--- config.mk ---
export PLATFORM = sky130hd
export DESIGN_NAME = reset_sequencer_flat
export DESIGN_NICKNAME = d
export VERILOG_FILES = /design/src/rtl/reset_sequencer_if.sv /design/src/rtl/reset_sequencer.sv /design/src/flat_wrapper.sv
export SDC_FILE = /design/constraint.sdc
export NUM_CORES = 1
export LEC_CHECK = 0
export BUFFER_PORTS_ARGS = -buffer_cell sky130_fd_sc_hd__buf_2
export CORE_ASPECT_RATIO = 0.7
export CORE_MARGIN = 2
export CORE_UTILIZATION = 45
export DETAILED_ROUTE_END_ITERATION = 16
export GPL_TIMING_DRIVEN = 0
export PLACE_DENSITY = 0.62
export SYNTH_ARGS = -nofsm -noshare
export SYNTH_HDL_FRONTEND = slang
export SYNTH_SLANG_ARGS = --single-unit
--- constraint.sdc ---
create_clock -name i_clk -period 1.7 [get_ports i_clk]
set_clock_uncertainty 0.2 [all_clocks]
set_input_delay 0.085 -clock i_clk [delete_from_list [all_inputs] [get_ports i_clk]]
set_output_delay 0.085 -clock i_clk [all_outputs]
set_load 0.02 [all_outputs]
--- src/rtl/reset_sequencer_if.sv ---
// Control and status bundle of the staged reset sequencer.
// The slave modport belongs to the sequencer. The master modport belongs to the surrounding logic.
interface reset_sequencer_if #(
  parameter int STAGES = 3
);
  localparam int SW = $clog2(STAGES + 1);

  logic              i_pll_locked;
  logic              i_sw_rst;
  logic [STAGES-1:0] o_rst;
  logic [SW-1:0]     o_stage;
  logic              o_done;

  modport slave (
    input  i_pll_locked,
    input  i_sw_rst,
    output o_rst,
    output o_stage,
    output o_done
  );

  modport master (
    output i_pll_locked,
    output i_sw_rst,
    input  o_rst,
    input  o_stage,
    input  o_done
  );
endinterface

--- src/rtl/reset_sequencer.sv ---
// Staged reset controller. Domains stay in reset until the PLL lock is qualified.
// The domains are then released one by one, in index order, with a fixed gap between releases.
module reset_sequencer #(
  parameter int STAGES       = 3,
  parameter int LOCK_CYCLES  = 16,
  parameter int STAGE_CYCLES = 8
) (
  input  logic                i_clk,
  input  logic                i_rst_n,
  reset_sequencer_if.slave    bus
);
  localparam int SW   = $clog2(STAGES + 1);
  localparam int CMAX = (LOCK_CYCLES > STAGE_CYCLES) ? LOCK_CYCLES : STAGE_CYCLES;
  localparam int CW   = (CMAX > 1) ? $clog2(CMAX) : 1;

  typedef enum logic [1:0] {WAIT_LOCK, RELEASE, RUN} state_t;

  state_t            state_reg;
  logic [CW-1:0]     count_reg;
  logic [SW-1:0]     index_reg;
  logic              sync1_reg;
  logic              locked_s_reg;
  logic [STAGES-1:0] clear_mask;
  logic              abort;
  logic              lock_hit;
  logic              stage_hit;
  logic              last_stage;

  // Two-flop synchroniser for the asynchronous lock input
  always_ff @(posedge i_clk or negedge i_rst_n) begin
    if (!i_rst_n) begin
      sync1_reg    <= 1'b0;
      locked_s_reg <= 1'b0;
    end else begin
      sync1_reg    <= bus.i_pll_locked;
      locked_s_reg <= sync1_reg;
    end
  end

  // One-hot mask selecting the domain released on the next stage timeout
  for (genvar gi = 0; gi < STAGES; gi++) begin : g_mask
    assign clear_mask[gi] = (index_reg == SW'(gi));
  end

  assign abort      = bus.i_sw_rst || (!locked_s_reg && (state_reg != WAIT_LOCK));
  assign lock_hit   = (count_reg == CW'(LOCK_CYCLES - 1));
  assign stage_hit  = (count_reg == CW'(STAGE_CYCLES - 1));
  assign last_stage = (index_reg == SW'(STAGES - 1));

  always_ff @(posedge i_clk or negedge i_rst_n) begin
    if (!i_rst_n) begin
      state_reg   <= WAIT_LOCK;
      count_reg   <= '0;
      index_reg   <= '0;
      bus.o_rst   <= '1;
      bus.o_stage <= '0;
      bus.o_done  <= 1'b0;
    end else if (abort) begin
      // Reassertion is always all-at-once and takes precedence over a pending release
      state_reg   <= WAIT_LOCK;
      count_reg   <= '0;
      index_reg   <= '0;
      bus.o_rst   <= '1;
      bus.o_stage <= '0;
      bus.o_done  <= 1'b0;
    end else begin
      case (state_reg)
        WAIT_LOCK: begin
          if (!locked_s_reg) begin
            count_reg <= '0;
          end else if (lock_hit) begin
            state_reg <= RELEASE;
            count_reg <= '0;
            index_reg <= '0;
          end else begin
            count_reg <= count_reg + CW'(1);
          end
        end
        RELEASE: begin
          if (stage_hit) begin
            bus.o_rst   <= bus.o_rst & ~clear_mask;
            bus.o_stage <= index_reg + SW'(1);
            count_reg   <= '0;
            index_reg   <= index_reg + SW'(1);
            if (last_stage) begin
              state_reg  <= RUN;
              bus.o_done <= 1'b1;
            end
          end else begin
            count_reg <= count_reg + CW'(1);
          end
        end
        RUN: begin
          bus.o_rst   <= '0;
          bus.o_stage <= SW'(STAGES);
          bus.o_done  <= 1'b1;
        end
        default: begin
          state_reg <= WAIT_LOCK;
        end
      endcase
    end
  end
endmodule

--- src/flat_wrapper.sv ---
// flat-port wrapper written by rule: the top's interface ports become plain ports
module reset_sequencer_flat 
#(
  parameter int STAGES       = 3,
  parameter int LOCK_CYCLES  = 16,
  parameter int STAGE_CYCLES = 8
)
  (i_clk, i_rst_n, bus_i_pll_locked, bus_i_sw_rst, bus_o_rst, bus_o_stage, bus_o_done);
  reset_sequencer_if #(.STAGES(STAGES)) bus_i ();
  input  logic i_clk;
  input  logic i_rst_n;
  input wire logic [$bits(bus_i.i_pll_locked)-1:0] bus_i_pll_locked;
  input wire logic [$bits(bus_i.i_sw_rst)-1:0] bus_i_sw_rst;
  output wire logic [$bits(bus_i.o_rst)-1:0] bus_o_rst;
  output wire logic [$bits(bus_i.o_stage)-1:0] bus_o_stage;
  output wire logic [$bits(bus_i.o_done)-1:0] bus_o_done;
  assign bus_i.i_pll_locked = bus_i_pll_locked;
  assign bus_i.i_sw_rst = bus_i_sw_rst;
  assign bus_o_rst = bus_i.o_rst;
  assign bus_o_stage = bus_i.o_stage;
  assign bus_o_done = bus_i.o_done;
  reset_sequencer #(.STAGES(STAGES), .LOCK_CYCLES(LOCK_CYCLES), .STAGE_CYCLES(STAGE_CYCLES)) u_core (.i_clk(i_clk), .i_rst_n(i_rst_n), .bus(bus_i));
endmodule
# ---- Word-level counts from Yosys, hierarchy flattened
# Index checks and enable logic that the tools add are counted.
dict set report op_classes {
  add_sub_neg 2
  mul 0
  n_div 0
  order_cmp 0
  n_eq_ne 11
  shifts 0
  n_mux 25
  n_bitwise 2
  reduce_logical 12
}
# op count
set ops {}
lappend ops {{$mux 2} 10}
lappend ops {{$mux 4} 4}
lappend ops {{$ne 3x1->1 const B} 4}
lappend ops {{$pmux 2 s2} 2}
lappend ops {{$pmux 4 s2} 1}
lappend ops {{$mux 3} 2}
lappend ops {{$pmux 2 s3} 1}
lappend ops {{$pmux 3 s2} 1}
lappend ops {{$reduce_bool 3->1} 2}
lappend ops {{$reduce_and 5->1} 1}
lappend ops {{$add 4x1->4 const B} 1}
lappend ops {{$eq 2x1->1 const B} 2}
lappend ops {{$eq 2x2->1 const B} 2}
lappend ops {{$eq 4x3->1 const B} 1}
lappend ops {{$eq 4x4->1 const B} 1}
lappend ops {{$logic_not 2->1} 2}
lappend ops {{$reduce_and 4->1} 1}
lappend ops {{$and 3x3->3} 1}
lappend ops {{$mux 1} 3}
lappend ops {{$not 3->3} 1}
lappend ops {{$reduce_and 3->1} 1}
lappend ops {{$add 2x1->2 const B} 1}
lappend ops {{$ne 2x1->1 const B} 1}
lappend ops {{$pmux 1 s2} 1}
lappend ops {{other kinds (5)} 5}
dict set report totals {
  ff_bits 16
  latch_bits 0
  ramBits 0
  romBits 0
  in_bits 4
  elab_cells 60
  memories 0
}

# ---- Longest topological paths before layout
# Gate-level depths: netlist (run 1).
dict set report logic_depth {
  depth_word 6
  depth_mapped 7
  ltp_nobuf 6
}

# ---- Worst setup path after synthesis (run 1)
# No wires, ideal clock.
dict set report synth_path {
  path_kind {register to register}
  start {register u_core.state_reg[0]}
  end {register u_core.index_reg[0]}
  arrival_ns 1.476
  required_ns 1.405
  slack_ns -0.072
  stages_incl_launch_ff 8
  cell_sequence {dfrtp_1 > inv_1 > ha_1 > buf_6 > nand2b_4 > or2_0 > or3_1 > o31ai_1}
}
dict set report synth_between {
  elab_chain_len 5
}
# item line
set synth_lines {}
lappend synth_lines {{start: declaration} reset_sequencer.sv:18} ;# state_t state_reg;
lappend synth_lines {{start signal: assignment} reset_sequencer.sv:52} ;# state_reg <= WAIT_LOCK;
lappend synth_lines {{start signal: assignment} reset_sequencer.sv:60} ;# state_reg <= WAIT_LOCK;
lappend synth_lines {{start signal: assignment} reset_sequencer.sv:72} ;# state_reg <= RELEASE;
lappend synth_lines {{$reduce_bool 2->1} reset_sequencer.sv:45} ;# assign abort = bus.i_sw_rst || (!locked_s_reg && (state_reg != WAIT_LOCK));
lappend synth_lines {{$logic_and 1x1->1} reset_sequencer.sv:45}
lappend synth_lines {{$logic_or 1x1->1} reset_sequencer.sv:45}
lappend synth_lines {{$ne 3x1->1 (no source line) / $reduce_bool 3->1 (equally long branches)} -}
lappend synth_lines {{$reduce_and 4->1 (no source line)} -}
lappend synth_lines {{end signal: assignment} reset_sequencer.sv:84} ;# index_reg <= index_reg + SW'(1);
lappend synth_lines {{end: declaration} reset_sequencer.sv:20} ;# logic [SW-1:0] index_reg;
# Parallel ways exist; a longest one is shown, timed or not.
# A chain may end at the register's enable or synchronous reset.

# ---- Worst setup path after layout (run 1)
dict set report layout_path {
  start {register u_core.state_reg[1]}
  end {register u_core.index_reg[0]}
}
# The elaborated chain is that of the path after synthesis.

==> flow_summary.ini, run 1 <==
[timing]
finalHoldViolCount = 0
fin_crit_sh_pct = 104.2
timing.final.crit_period_ps = 1772
max_freq_mhz = 564.4
hold_ws_ps = 41.13
rsz0062_at_grt = yes
final-setup-viol-count = 2
setup_slack_ps = -71.79
relSlewSlack_pct = 63.45
worst_slew_pin_slew_ps = 547.1
setup-tns-final_ps = -84.21
finalMaxSlewViolations = 0

[layout]
final_cell_mix = dfrtp_1 (13), nor2_1 (11), buf_4 (10), buf_2 (10)
area_growth_pct = 35.01
regArea_um2 = 404.1
antenna_cells = 0
finalNetCount = 136
n_fill_cell = 193
drive_gt1_share_pct = 43.44
postLayoutCoreUtil_pct = 62.44
final_common_cell = dfrtp_1
largest_register_ffs = 4
multi_input_area_um2 = 640.6
final_cells = 146

[setup_path]
worstPathArrival_ps = 1780
cp_slowest_stage_delay_ps = 410
reg2reg_setup_slack_ps = -70
worst_ep_required_time_ps = 1710
regToRegEndpoint = u_core.index_reg[0]$_DFFE_PN0P_
critPathLaunchType = register
r2r_cells = 6
cp_max_fo = 6
crit_chain = inv_2 -> ha_4 -> nand4b_1 -> or2_1 -> or3_1 -> o31ai_1
cp-end-kind = register
crit_type = register to register
r2r_start = u_core.state_reg[1]$_DFFE_PN0P_
crit_path_top_delay_cell = dfrtp_1

[global_route]
grt_use_total_pct = 18.82
first_global_vias = 775
grt_start_max_net_pins = 17
grt_overflow = 0
grt_antenna_before_repair = 0
grt_first_pass_wirelength_um = 3574

[place]
dp_slack_ps = -114.3
port_buffers = 9
post-place-cells = 129
hpwlAfterDp_um = 1349
globalplace.congestion = 0.8316

[synth]
synth_xor_area_share_pct = 0.9009
synth-compound-area-share_pct = 21.11
yosysSeqAreaShare_pct = 41.57
syn_nets = 109
synth.largest_area_cell = dfrtp_1
synthMuxAreaShare_pct = 0
synth_cells = 96
synth_top_family_by_area = compound AO/OA/AOI/OAI gates
netlist_top_cells_area = dfrtp_1 (33%), ha_1 (12%), dfstp_2 (8.1%)
synth_cell_types = 39
synthFlopType = dfrtp_1
synth_fa_ha_area_share_pct = 12.61
synth_edf_count = 0
yosysWarnings = 0
ys_ff_latch = 16
syn_area_um2 = 972.2
yosys.area_share.simple_pct = 18.02
syn_area_per_cell_um2 = 10.13
async_reset_ff_share_pct = 100.0
synth_top_area_share_pct = 33.46

[die]
rows = 14
core_area_um2 = 2102
fp.dieW_um = 59.56
dieArea_um2 = 2554
ios = 10
die_h_um = 42.89
start_util_pct = 46.25

[detailed_routing]
vias_per_cell = 5.541
dr.pass1.iters = 4
drc = 0
vias = 809
wire_per_inst_um = 15.11
wl_um = 2206
antenna_left = 0
first_iter_violations = 43

[clock_tree]
clk_path_buf_depth = 2
cts_sinks = 16
root_buffer = clkbuf_4
numCtsBuffers = 3
cts_tree = yes
clock_latency_ps = 290
cts_max_level = 1
clkTransAtPathRegs_ps = 100

[run]
drv_cap = 0

[run_status]
violations = setup timing
status = finished, violations left

[pwr]
peakVddDrop_mv = 0.3380
p_leak_nw = 0.5323
powerDensity_nw_per_um2 = 504.9

[min_path]
hp-class = input pin to async pin
cells in the mapped netlist (3+ instances only):
cell type	instances
a21o_1	3
dfstp_2	3
nand2b_1	5
nor2_1	11
a21oi_1	4
ha_1	9
buf_4	3
inv_1	5
o21ai_0	5
dfrtp_1	13
final cells by class:
class / count / share of cell area [%]
Inverter: 5 / 1.430
Tap cell: 24 / 2.288
Clock buffer: 4 / 2.002
Multi-Input combinational cell: 70 / 48.81
Timing Repair Buffer: 23 / 12.39
Buffer: 4 / 2.288
Sequential cell: 16 / 30.79
metrics by stage:
| step | cell area, µm² | power [mW] |
|---|---|---|
| 6_report | 1313 | 0.6626 |
| 3_3_place_gp | 1062 | 0.4329 |
| 3_5_place_dp | 1062 | 0.4344 |
| 2_1_floorplan | 987.2 | 0.4163 |
| 4_1_cts | 1200 | 0.6591 |
| 5_1_grt | 1313 | 0.6891 |
critical path: cells and delay by family, from the launching register on:
kind	cells	cell delay, ps
simple gates	3	670
flops	1	410
fa+ha+maj	1	200
buf+inv	1	120
compound gates	1	70
logic make-up after synthesis:
group	count (synthesis)
buffers and inverters	10
flip-flops	16
AND/OR/NAND/NOR	30
adder cells (fa/ha/maj)	10
AO/OA/AOI/OAI	29
XOR/XNOR	1
worst max-delay path by stage:
stage / start / endpoint / slack [ps] / cells past startpoint
after floorplan: u_core.state_reg[0]$_DFFE_PN0P_ / u_core.index_reg[0]$_DFFE_PN0P_ / -5 / 7
after global placement: u_core.state_reg[0]$_DFFE_PN0P_ / u_core.index_reg[0]$_DFFE_PN0P_ / -90 / 7
after detailed placement: u_core.state_reg[0]$_DFFE_PN0P_ / u_core.index_reg[0]$_DFFE_PN0P_ / -110 / 7
after CTS: u_core.state_reg[1]$_DFFE_PN0P_ / u_core.index_reg[0]$_DFFE_PN0P_ / -20 / 6
after global routing: u_core.state_reg[1]$_DFFE_PN0P_ / u_core.index_reg[0]$_DFFE_PN0P_ / -150 / 6
final: u_core.state_reg[1]$_DFFE_PN0P_ / u_core.index_reg[0]$_DFFE_PN0P_ / -70 / 6
power by group:
part / total, mW / switching, mW / internal, mW
combinational: 0.0508 / 0.0293 / 0.0215
sequential: 0.390 / 0.00494 / 0.385
clock: 0.222 / 0.130 / 0.0914
total: 0.663 / 0.164 / 0.498
what timing repair did:
item,CTS,global route
setup buffers,8,2
cloned,1,0
resized for setup,10,22
endpoints found under the hold margin,19,0
setup endpoints to repair,11,14
hold buffers,3,0
pin swaps,6,9
per-layer routing:
metal	share of wire, %	GRT usage (%)	routed length [µm]	vias up
li1	-	-	-	395
met1	47	25.19	1047	389
met2	47	30.11	1028	23
met3	5.3	5.488	116	2
met4	0.59	4.000	13	0
met5	0	0	0	-
(Power assumes the default switching activity.)
==> run 2: changes to the inputs <==
Settings changed: BUFFER_PORTS_ARGS -buffer_cell sky130_fd_sc_hd__buf_2 to default, CORE_UTILIZATION 45 to 33, DONT_BUFFER_PORTS from default to 1, PLACE_DENSITY 0.62 to 0.58.
==> run 2 against run 1 <==
Count of clock-buffer cells in the layout unchanged. The run still ends with setup timing left. Non-clock buffer count down 7. Combinational power down 18%. Worst hold slack worse by 23 ps. Total power up 17%. Fmax up 1.7%. Largest cell class unchanged.
==> flow_summary.ini, run 2 (synthesis results as in run 1) <==
[run_status]
status = finished, violations left
violations = setup timing

[clock_tree]
clk_path_buf_depth = 2
numCtsBuffers = 3
clock_latency_ps = 250
cts_max_level = 1
cts_tree = yes
root_buffer = clkbuf_8
cts_sinks = 16
clkTransAtPathRegs_ps = 60

[detailed_routing]
wire_per_inst_um = 13.89
vias_per_cell = 5.159
top_layer = met4
wl_met2_um = 936
vias = 779
drc = 0
first_iter_violations = 38
dr.pass1.iters = 5
wl_met3_um = 129
m1WireLength_um = 1017
antenna_left = 0
wl_um = 2098

[timing]
finalHoldViolCount = 0
setup-tns-final_ps = -102.6
max_freq_mhz = 574.3
hold_ws_ps = 18.55
setup_slack_ps = -41.32
relSlewSlack_pct = 50.80
fin_crit_sh_pct = 102.4
finalMaxSlewViolations = 0
final-setup-viol-count = 4
worst_slew_pin_slew_ps = 735.6
timing.final.crit_period_ps = 1741
rsz0062_at_grt = yes

[place]
hpwlAfterDp_um = 1324
dp_slack_ps = -120.5
dpl_cell_area_um2 = 1032
port_buffers = 0
globalplace.congestion = 0.7565

[layout]
fin_area_um2 = 1291
final_common_cell = buf_4
area_growth_pct = 32.82
antenna_cells = 0
drive_gt1_share_pct = 36.52
finalNetCount = 129
largest_register_ffs = 4
n_fill_cell = 270
final_cell_mix = buf_4 (14), dfrtp_1 (12), nor2_1 (11)

[setup_path]
worstPathArrival_ps = 1700
reg2reg_setup_slack_ps = -40
cp_slowest_stage_delay_ps = 390
critPathLaunchType = register
critPathBufInv = 1
r2r_cells = 6
worst_ep_required_time_ps = 1660
cp_max_fo = 4
crit_chain = inv_2 -> ha_4 -> nand4b_1 -> or2_1 -> or3_1 -> o31ai_2
regToRegEndpoint = u_core.index_reg[0]$_DFFE_PN0P_
cp-end-kind = register
r2r_start = u_core.state_reg[1]$_DFFE_PN0P_
crit_type = register to register
critical-path-top-delay-family = simple AND/OR/NAND/NOR gates
crit_path_top_delay_cell = dfrtp_1

[global_route]
grt_use_total_pct = 13.34
first_global_vias = 729
grt_antenna_before_repair = 0
grt_overflow = 0
grt_start_max_net_pins = 17
grt_first_pass_wirelength_um = 3415

[pwr]
p_leak_nw = 0.5157
powerDensity_nw_per_um2 = 600.5
peakVddDrop_mv = 0.2688
p_total_mw = 0.7754

[min_path]
hp-class = input pin to register
whs_endpoint = u_core.count_reg[1]$_DFFE_PN0P_
whs_path_depth = 2
min-delay-start = bus_i_sw_rst

[die]
die_h_um = 49.41
start_util_pct = 34.69
core_area_um2 = 2803
dieArea_um2 = 3403
rows = 16
fp.dieW_um = 68.88
ios = 10

[run]
drv_cap = 0
run 2: cell types whose count changed in the layout (fill, tap and decap cells not counted), moves of 2 or more:
| cell | before | now |
|---|---|---|
| clkbuf_4 | 3 | 0 |
| buf_4 | 10 | 14 |
| o21ai_1 | 3 | 5 |
| buf_2 | 10 | 0 |
| o21ai_2 | 3 | 1 |
| ha_4 | 3 | 5 |
| clkbuf_8 | 0 | 4 |
run 2: worst max-delay path by stage:
stage / endpoint / cells after the start / from
after floorplan: u_core.index_reg[0]$_DFFE_PN0P_ / 7 / u_core.state_reg[0]$_DFFE_PN0P_
after global placement: u_core.index_reg[0]$_DFFE_PN0P_ / 7 / u_core.state_reg[0]$_DFFE_PN0P_
after detailed placement: u_core.index_reg[0]$_DFFE_PN0P_ / 7 / u_core.state_reg[0]$_DFFE_PN0P_
after CTS: u_core.index_reg[0]$_DFFE_PN0P_ / 6 / u_core.state_reg[0]$_DFFE_PN0P_
after global routing: u_core.index_reg[0]$_DFFE_PN0P_ / 6 / u_core.state_reg[1]$_DFFE_PN0P_
final: u_core.index_reg[0]$_DFFE_PN0P_ / 6 / u_core.state_reg[1]$_DFFE_PN0P_
run 2: metrics by stage:
stage / std cells / utilization [%]
2_1_floorplan: 96 / -
3_5_place_dp: 132 / 36.83
4_1_cts: 149 / 44.33
6_report: 151 / 46.07
5_1_grt: 151 / 46.07
3_3_place_gp: 132 / 36.83
run 2: repair_timing:
action,4_1_cts,5_1_grt
hold endpoints to repair,19,0
setup endpoints to repair,10,13
pin swaps,6,7
hold buffers,3,0
cloned,0,0
gates resized for setup,12,13
setup buffers,11,2
run 2: layout make-up:
type / instances / area, µm² / area share (%)
sequential: 16 / 405.4 / 31.40
timing repair buffer: 16 / 135.1 / 10.47
buffer: 4 / 26.28 / 2.035
tap: 36 / 45.04 / 3.488
inverter: 5 / 18.77 / 1.453
clock buffer: 4 / 55.05 / 4.264
multi-input combinational: 70 / 605.6 / 46.90
run 2: per-layer routing:
layer	vias to the layer above	track usage, %
met2	27	19.23
li1	380	-
met1	368	19.52
met5	-	0
met4	0	1.307
met3	4	5.081
run 2: power by group:
part | total [mW] | leakage, nW | switching, mW | internal [mW]
Clock | 0.344 | 0.0288 | 0.139 | 0.206
Sequential | 0.390 | 0.206 | 0.00399 | 0.386
Combinational | 0.0416 | 0.281 | 0.0248 | 0.0167
Total | 0.775 | 0.516 | 0.167 | 0.608
==> run 3: changes to the inputs <==
--- a/config.mk
+++ b/config.mk
@@ -12,3 +12,2 @@
 export DONT_BUFFER_PORTS = 1
-export GPL_TIMING_DRIVEN = 0
 export PLACE_DENSITY = 0.58
==> constraint.sdc (replaced) <==
create_clock -name i_clk -period 1.7 [get_ports i_clk]
set_clock_uncertainty 0.2 [all_clocks]
set_input_delay 0.34 -clock i_clk [delete_from_list [all_inputs] [get_ports i_clk]]
set_output_delay 0.34 -clock i_clk [all_outputs]
set_load 0.02 [all_outputs]
==> run 3 against run 2 <==
The run still ends with setup timing left. Clock power about the same. Critical path depth shrank 1. Die area unchanged. Via count rose by 2.3%. Non-clock buffer count up 3. Total power is 0.35% higher. Fmax decreased by 0.39%. Combinational power is 5.0% lower. Global-route usage increased by 1.2 points. Worst hold slack worse by 17 ps. Routed wire length grew 4.5%. Critical endpoint is now u_core.count_reg[3]$_DFFE_PN0P_. Largest power group unchanged.
==> flow_summary.ini, run 3 (synthesis results as in run 1) <==
[setup_path]
r2r_cells = 5
worstPathArrival_ps = 1670
critPathLaunchType = register
cp_max_fo = 5
cp-end-kind = register
worst_ep_required_time_ps = 1620
crit_type = register to register
reg2reg_setup_slack_ps = -50

[timing]
finalHoldViolCount = 0
fin_crit_sh_pct = 102.8
final-setup-viol-count = 2
worst_slew_pin_slew_ps = 738.5
finalMaxSlewViolations = 0
timing.final.crit_period_ps = 1748
relSlewSlack_pct = 50.60
setup_slack_ps = -48.14
hold_ws_ps = 1.653
setup-tns-final_ps = -82.25
rsz0062_at_grt = yes
max_freq_mhz = 572.0

[die]
dieArea_um2 = 3403
start_util_pct = 34.69
fp.dieW_um = 68.88
die_h_um = 49.41
ios = 10
core_area_um2 = 2803
rows = 16

[detailed_routing]
dr.pass1.iters = 4
wl_um = 2192
drc = 0
wire_per_inst_um = 14.23
vias = 797
antenna_left = 0
vias_per_cell = 5.175
first_iter_violations = 28

[global_route]
grtUsageMet2_pct = 22.76
grt_antenna_before_repair = 0
first_global_vias = 788
top_usage_layer = met2
grt_use_total_pct = 14.50
grt_start_max_net_pins = 17
grt_first_pass_wirelength_um = 3608
grt_overflow = 0
global_route.usage.met3_pct = 5.543
groute.layer.met1.usage_pct = 18.44

[place]
globalplace.congestion = 0.7685
dpl_cell_area_um2 = 1115
hpwlAfterDp_um = 1569
dp_slack_ps = -64.78
port_buffers = 0

[clock_tree]
clk_path_buf_depth = 2
clock_latency_ps = 250
cts_sinks = 16
cts_tree = yes
clkTransAtPathRegs_ps = 70
root_buffer = clkbuf_8
numCtsBuffers = 3
cts_max_level = 1

[min_path]
whs_path_depth = 1
hp-class = input pin to register

[layout]
final_common_cell = buf_4
drive_gt1_share_pct = 38.14
area_growth_pct = 33.98
antenna_cells = 0
largest_register_ffs = 4
final_cell_mix = buf_4 (20), dfrtp_1 (12), nor2_1 (11)
finalNetCount = 132
fin_area_um2 = 1303

[pwr]
p_total_mw = 0.7781
powerDensity_nw_per_um2 = 597.4
p_leak_nw = 0.5310
peakVddDrop_mv = 0.3068

[run_status]
violations = setup timing
status = finished, violations left

[run]
drv_cap = 0
[run 3: cell count changes in the layout (fill, tap and decap cells not counted), sizes merged]
| cell | delta |
|---|---|
| buf | +4 |
| clkbuf | -1 |
[run 3: critical path, cell delays in order (launching register included)]
cell and delay (ps):
dfrtp_2 450, ha_4 190, buf_4 150, and3_1 160, a311oi_1 320, o32ai_2 140
[run 3: power breakdown]
group / switching [mW] / internal, mW / leakage, nW / total [mW]
clock network: 0.141 / 0.206 / 0.0288 / 0.347
logic: 0.0207 / 0.0188 / 0.296 / 0.0395
registers: 0.00600 / 0.386 / 0.206 / 0.392
[run 3: through the flow]
stage	utilization [%]	instances
final	46.47	154
after global routing	46.47	154
after CTS	44.29	153
after detailed placement	39.78	143
after global placement	39.78	143
after floorplan	-	96
[run 3: per-layer routing]
metal | vias to the layer above | part of all wire, %
met5 | - | 0
met4 | 0 | 0.91
met3 | 4 | 4.2
met2 | 18 | 48
met1 | 387 | 46
li1 | 388 | -
[run 3: worst paths after layout]
check                                           startpoint                              end
max in group asynchronous                          i_rst_n  u_core.state_reg[0]$_DFFE_PN0P_
min                                           bus_i_sw_rst  u_core.index_reg[1]$_DFFE_PN0P_
max                        u_core.state_reg[0]$_DFFE_PN0P_  u_core.count_reg[3]$_DFFE_PN0P_
min reg2reg                     u_core.sync1_reg$_DFF_PN0_    u_core.locked_s_reg$_DFF_PN0_
min in group asynchronous                          i_rst_n  u_core.index_reg[0]$_DFFE_PN0P_
max reg2reg                u_core.state_reg[0]$_DFFE_PN0P_  u_core.count_reg[3]$_DFFE_PN0P_
[run 3: final cells by class]
type	count	area [µm²]
fillers	264	1500
multi-input cells	70	593.1
flip-flops and latches	16	405.4
repair buffers	23	180.2
clock buffers	4	55.05
well taps	36	45.04
inverters	5	23.77
[run 3: what timing repair did]
item,4_1_cts,5_1_grt
endpoints found under the hold margin,20,2
setup buffers,4,0
resized for setup,6,15
pin swaps,2,7
hold buffers,2,1
endpoints found under the setup margin,9,13
cloned,0,0
